$ cat config.mk
export PLATFORM = sky130hd
export DESIGN_NAME = fetch_stage_flat
export DESIGN_NICKNAME = d
export VERILOG_FILES = /design/src/rtl/fetch_stage_if.sv /design/src/rtl/fetch_stage.sv /design/src/flat_wrapper.sv
export SDC_FILE = /design/constraint.sdc
export NUM_CORES = 1
export LEC_CHECK = 0
export BUFFER_PORTS_ARGS = -buffer_cell sky130_fd_sc_hd__buf_4
export CAP_MARGIN = 10
export CORE_ASPECT_RATIO = 1.5
export CORE_MARGIN = 1.5
export CORE_UTILIZATION = 44
export CTS_CLUSTER_SIZE = 40
export DETAILED_ROUTE_END_ITERATION = 10
export PLACE_DENSITY_LB_ADDON = 0.1
export SETUP_SLACK_MARGIN = 0.15
export SLEW_MARGIN = 25
export SYNTH_ARGS = -nofsm -noshare
export SYNTH_HDL_FRONTEND = slang
export SYNTH_SLANG_ARGS = --single-unit
$ cat constraint.sdc
create_clock -name CLK -period 4.1 [get_ports CLK]
set_clock_uncertainty 0.1 [all_clocks]
set_input_delay 0.82 -clock CLK [delete_from_list [all_inputs] [get_ports CLK]]
set_output_delay 0.82 -clock CLK [all_outputs]
set_load 0.02 [all_outputs]
$ cat src/rtl/fetch_stage_if.sv
// Fetch-stage bundle: hazard/execute control inputs, the instruction-memory
// read port and the IF/ID pipeline register outputs.
interface fetch_stage_if;
  logic        StallF;
  logic        StallD;
  logic        FlushD;
  logic        BranchTakenE;
  logic [31:0] BranchTargetE;
  logic [31:0] InstrF;
  logic [31:0] PCF;
  logic [31:0] InstrD;
  logic [31:0] PCPlus8D;
  logic        ValidD;
  logic        Halted;
  logic [31:0] FetchCount;

  // Side that owns the pipeline controls and the instruction memory
  modport master (
    output StallF, StallD, FlushD, BranchTakenE, BranchTargetE, InstrF,
    input  PCF, InstrD, PCPlus8D, ValidD, Halted, FetchCount
  );

  // The fetch stage itself
  modport slave (
    input  StallF, StallD, FlushD, BranchTakenE, BranchTargetE, InstrF,
    output PCF, InstrD, PCPlus8D, ValidD, Halted, FetchCount
  );
endinterface

$ cat src/rtl/fetch_stage.sv
// Instruction-fetch stage: program counter, IF/ID pipeline register,
// branch redirect, stall/flush handling and halt on leaving the memory window.
module fetch_stage #(
  parameter logic [31:0] RESET_PC   = 32'h0000_0000,
  parameter logic [31:0] IMEM_LIMIT = 32'h0000_01FC
) (
  input  logic     CLK,
  input  logic     Reset,
  fetch_stage_if.slave bus
);

  typedef enum logic {RUN = 1'b0, HALT = 1'b1} state_t;

  state_t      state_q, state_d;
  logic [31:0] pc_q, pc_d;
  logic [31:0] instr_q, instr_d;
  logic [31:0] pc8_q, pc8_d;
  logic        valid_q, valid_d;
  logic [31:0] count_q, count_d;
  logic        in_range;

  assign in_range = (pc_q <= IMEM_LIMIT);

  // Next PC and run/halt state; a redirect always wins and is the only way out of HALT
  always_comb begin
    pc_d    = pc_q;
    state_d = state_q;
    if (bus.BranchTakenE) begin
      pc_d    = {bus.BranchTargetE[31:2], 2'b00};
      state_d = RUN;
    end else if (state_q == HALT) begin
      pc_d = pc_q;
    end else if (bus.StallF) begin
      pc_d = pc_q;
    end else if (!in_range) begin
      state_d = HALT;
    end else begin
      pc_d = pc_q + 32'd4;
    end
  end

  // Next IF/ID contents; flush and redirect bubble, stall holds, out-of-window fetches bubble
  always_comb begin
    instr_d = instr_q;
    pc8_d   = pc8_q;
    valid_d = valid_q;
    count_d = count_q;
    if (bus.FlushD || bus.BranchTakenE) begin
      instr_d = 32'd0;
      pc8_d   = 32'd0;
      valid_d = 1'b0;
    end else if (bus.StallD) begin
      instr_d = instr_q;
      pc8_d   = pc8_q;
      valid_d = valid_q;
    end else if ((state_q == HALT) || !in_range) begin
      instr_d = 32'd0;
      pc8_d   = 32'd0;
      valid_d = 1'b0;
    end else begin
      instr_d = bus.InstrF;
      pc8_d   = pc_q + 32'd8;
      valid_d = 1'b1;
      count_d = count_q + 32'd1;
    end
  end

  // All state registers, cleared immediately on reset
  always_ff @(posedge CLK or posedge Reset) begin
    if (Reset) begin
      state_q <= RUN;
      pc_q    <= RESET_PC;
      instr_q <= 32'd0;
      pc8_q   <= 32'd0;
      valid_q <= 1'b0;
      count_q <= 32'd0;
    end else begin
      state_q <= state_d;
      pc_q    <= pc_d;
      instr_q <= instr_d;
      pc8_q   <= pc8_d;
      valid_q <= valid_d;
      count_q <= count_d;
    end
  end

  assign bus.PCF        = pc_q;
  assign bus.InstrD     = instr_q;
  assign bus.PCPlus8D   = pc8_q;
  assign bus.ValidD     = valid_q;
  assign bus.Halted     = (state_q == HALT);
  assign bus.FetchCount = count_q;

endmodule

$ cat src/flat_wrapper.sv
// flat-port wrapper written by rule: the top's interface ports become plain ports
module fetch_stage_flat 
#(
  parameter logic [31:0] RESET_PC   = 32'h0000_0000,
  parameter logic [31:0] IMEM_LIMIT = 32'h0000_01FC
)
  (CLK, Reset, bus_StallF, bus_StallD, bus_FlushD, bus_BranchTakenE, bus_BranchTargetE, bus_InstrF, bus_PCF, bus_InstrD, bus_PCPlus8D, bus_ValidD, bus_Halted, bus_FetchCount);
  fetch_stage_if bus_i ();
  input  logic CLK;
  input  logic Reset;
  input wire logic [$bits(bus_i.StallF)-1:0] bus_StallF;
  input wire logic [$bits(bus_i.StallD)-1:0] bus_StallD;
  input wire logic [$bits(bus_i.FlushD)-1:0] bus_FlushD;
  input wire logic [$bits(bus_i.BranchTakenE)-1:0] bus_BranchTakenE;
  input wire logic [$bits(bus_i.BranchTargetE)-1:0] bus_BranchTargetE;
  input wire logic [$bits(bus_i.InstrF)-1:0] bus_InstrF;
  output wire logic [$bits(bus_i.PCF)-1:0] bus_PCF;
  output wire logic [$bits(bus_i.InstrD)-1:0] bus_InstrD;
  output wire logic [$bits(bus_i.PCPlus8D)-1:0] bus_PCPlus8D;
  output wire logic [$bits(bus_i.ValidD)-1:0] bus_ValidD;
  output wire logic [$bits(bus_i.Halted)-1:0] bus_Halted;
  output wire logic [$bits(bus_i.FetchCount)-1:0] bus_FetchCount;
  assign bus_i.StallF = bus_StallF;
  assign bus_i.StallD = bus_StallD;
  assign bus_i.FlushD = bus_FlushD;
  assign bus_i.BranchTakenE = bus_BranchTakenE;
  assign bus_i.BranchTargetE = bus_BranchTargetE;
  assign bus_i.InstrF = bus_InstrF;
  assign bus_PCF = bus_i.PCF;
  assign bus_InstrD = bus_i.InstrD;
  assign bus_PCPlus8D = bus_i.PCPlus8D;
  assign bus_ValidD = bus_i.ValidD;
  assign bus_Halted = bus_i.Halted;
  assign bus_FetchCount = bus_i.FetchCount;
  fetch_stage #(.RESET_PC(RESET_PC), .IMEM_LIMIT(IMEM_LIMIT)) u_core (.CLK(CLK), .Reset(Reset), .bus(bus_i));
endmodule
==> summary.md <==
| Metric | Value |
|---|---|
| Ports | 200 |
| TritonCTS Buffers | 17 |
| Fmax | 397.3 MHz |
| Routed vias | 3816 |
| Tightest Hold Check Type | in -> async |
| Xor/xnor cell area share of the yosys netlist | 7.129% |
| Setup violators final | 0 |
| Top cell type's share of synthesized area | 61.59% |
| Crit path kind | in -> reg |
| Outcome | finished clean |
| CP Launch Type | input pin |
| Max Cap Viol | 0 |
| Post-Syn Area | 0.005160 mm2 |
| Root Driver | clkbuf_16 |
| Required time of the critical path | 4340 ps |
| Syn. warnings | 0 |
| Initial core utilization | 44.98% |
| RD Place Congestion | 0.8037 |
| Initial antenna violation count | 0 |
| Number of diodes | 0 |
| Synth Area in Simple Gates | 15.54% |
| Most frequent cells in the layout | 198 x buf_4, 127 x dfrtp_1, 34 x a22o_1, 30 x nand2_1, 29 x xnor2_1 |
| Placed inst area | 0.006758 mm2 |
| Leak | 3.676 nW |
| Final instance area | 0.007326 mm2 |
| Cell variety after synth | 34 |
| Clock transition at the registers of the reported paths | 60 ps |
| Share of cells above drive strength 1 | 43.72% |
| CTS resizes | 0 |
| Area Growth Syn to Fin | 41.97% |
| Post-layout min period | 2517 ps |
| Internal reg-to-reg setup slack | 1640 ps |
| Setup TNS | 0 ps |
| Critical path arrival | 2760 ps |
| Vias in the first global route | 3903 |
| Post-CTS setup buffers | 0 |
| Chip Width | 91.42 um |
| GRT Resource Usage Total | 20.27% |
| DRT antenna net count | 0 |
| Max IR drop VDD | 0.2664 mV |
| Post-synthesis sequential area ratio | 61.59% |
| Die height | 135.6 um |
| Post-DP HPWL | 8.666 mm |
| Die area | 0.01240 mm2 |
| Synthesis-stage register bit count | 127 |
| Fin. max-slew vios | 0 |
| Cell taking the most area after synthesis | dfrtp_1 |
| Synth area leaders | dfrtp_1 62%, a22o_1 5.8%, mux2_2 5.2%, xnor2_1 4.9%, and2_1 3.2% |
| Rows | 48 |
| Clock latency on the worst-skew pair | 400 ps |
| Final hold vios | 0 |
| Per-cell routed wire length | 16.05 um |
| Commonest non-fill, non-tap cell in the layout | buf_4 |
| Final net count | 673 |
| Synth Area in Compound Gates | 7.202% |
| Largest family of logic cells by synthesized area | simple AND/OR/NAND/NOR gates |
| Fin crit share | 61.39% |
| Adder-cell share of the synthesized area | 0.7274% |
| Fill cells | 934 |
| Largest net degree at the start of global routing | 79 |
| Slew margin rel. | 53.41% |
| Core Area | 0.01147 mm2 |
| Drt total wl | 12.25 mm |
| Via density | 5.001 |
| Post-cts hold buffer count | 0 |
| DRC viols | 0 |
| Initial DRC count | 130 |
| Drt pass-1 iters | 4 |
| # H-tree levels | 4 |
| IO Port Bufs | 195 |
| Pwr dens | 405.0 mW/mm2 |
| Mux share of post-synthesis cell area | 5.238% |
| Global-route wire length before repair | 19.53 mm |
| Clock buffer depth | 2 |
| Worst R2R Path Depth | 5 |
| Slew at the pin closest to its max-slew limit | 697.2 ps |
| CP Max Fanout | 40 |
| Clock sinks | 127 |
| Worst setup EP type | flop |
| Syn Inst Count | 403 |
| TritonCTS clock tree | built |
| Total gr overflow | 0 |
| RSZ-0062 raised after global routing | no |
| Syn_area_per_cell | 12.80 um2 |
metal layers:
metal / vias to the layer above / routed length [um] / GRT usage, %
li1: 1811 / - / -
met1: 1880 / 4934 / 24.28
met2: 113 / 6482 / 34.29
met3: 12 / 628 / 5.836
met4: 0 / 202 / 8.073
met5: - / 0 / 0
worst max-delay path, stage by stage:
cell	delay, ps
buf_4	250
nor3_1	260
nand3_1	250
nor2_4	610
buf_4	370
a22o_1	170
sequential cells by signal, summed over array words and instances, names as in the netlist:
signal	flops
u_core.bus.FetchCount	32
u_core.bus.Halted	1
u_core.bus.InstrD	32
u_core.bus.PCF	30
u_core.bus.PCPlus8D	31
u_core.bus.ValidD	1
kinds of logic (layout without fill, tap and decap cells):
family | count (synthesis) | after routing
adders and majority gates | 3 | 3
xor gates and xnor gates | 42 | 42
other | 1 | 2
and+or+nand+nor | 132 | 132
muxes | 24 | 24
buffers and inverters | 26 | 235
AOI/OAI and AO/OA | 48 | 48
DFF | 127 | 127
area by class of cell:
type | instances | area, um2 | share of cell area [%]
repair buffers | 199 | 1506 | 20.56
clock inverters | 12 | 111.4 | 1.520
clock buffers | 20 | 456.7 | 6.234
multi-input cells | 251 | 1867 | 25.48
flip-flops and latches | 127 | 3178 | 43.38
well taps | 150 | 187.7 | 2.562
inverters | 4 | 18.77 | 0.2562
cell usage after synthesis:
| cell | instances |
|---|---|
| mux2_2 | 24 |
| nor2b_1 | 1 |
| nand4_2 | 1 |
| and4_1 | 5 |
| inv_1 | 4 |
| buf_4 | 5 |
| dfrtp_1 | 127 |
| nor3_4 | 1 |
| nor3b_1 | 2 |
| and3b_1 | 1 |
| buf_1 | 2 |
| nand3_1 | 15 |
| a311oi_1 | 1 |
| a22o_1 | 34 |
| nand4bb_1 | 1 |
| a21oi_1 | 1 |
| nor3_1 | 4 |
| xnor2_1 | 29 |
| o21ai_0 | 12 |
| nand4_1 | 15 |
| nor2_2 | 1 |
| or2_1 | 1 |
| nor4_2 | 7 |
| buf_6 | 1 |
| xor2_1 | 13 |
| nor2_1 | 6 |
| ha_1 | 3 |
| and2_1 | 26 |
| and3_1 | 13 |
| buf_2 | 4 |
| clkbuf_1 | 10 |
| nand2_1 | 30 |
| conb_1 | 1 |
| nor3_2 | 2 |
worst paths after layout:
check                                                      endpoint                          startpoint
worst max-delay path              u_core.bus.InstrD[14]$_DFFE_PP0P_                    bus_BranchTakenE
worst min-delay path            u_core.bus.PCPlus8D[15]$_DFFE_PP0P_                               Reset
worst max register to register    u_core.bus.InstrD[14]$_DFFE_PP0P_      u_core.bus.PCF[16]$_DFFE_PP0P_
worst min register to register   u_core.bus.PCPlus8D[7]$_DFFE_PP0P_  u_core.bus.PCPlus8D[7]$_DFFE_PP0P_
max in group asynchronous             u_core.bus.PCF[7]$_DFFE_PP0P_                               Reset
min in group CLK                 u_core.bus.PCPlus8D[7]$_DFFE_PP0P_  u_core.bus.PCPlus8D[7]$_DFFE_PP0P_
report_power, final:
| group | switching [W] | internal, W | leakage (nW) | total (W) |
|---|---|---|---|---|
| sequential | 0.0000337 | 0.00128 | 1.70 | 0.00132 |
| clock | 0.000554 | 0.000866 | 0.261 | 0.00142 |
| combinational | 0.000115 | 0.000114 | 1.71 | 0.000229 |
| total | 0.000703 | 0.00226 | 3.68 | 0.00297 |
per-stage QoR:
stage | setup WS, ps | hold slack, ps | util (%) | power, W | cells
6_report | 1583 | 336.1 | 63.86 | 0.002967 | 763
3_3_place_gp | 1226 | 365.3 | 58.91 | 0.001568 | 731
5_1_grt | 1402 | 373.7 | 63.86 | 0.003069 | 763
4_1_cts | 1591 | 348.1 | 63.86 | 0.003001 | 763
2_1_floorplan | 1613 | 481.7 | - | 0.001449 | 404
3_5_place_dp | 1199 | 364.8 | 58.91 | 0.001573 | 731
No activity file was read; power rests on OpenSTA's default activity.
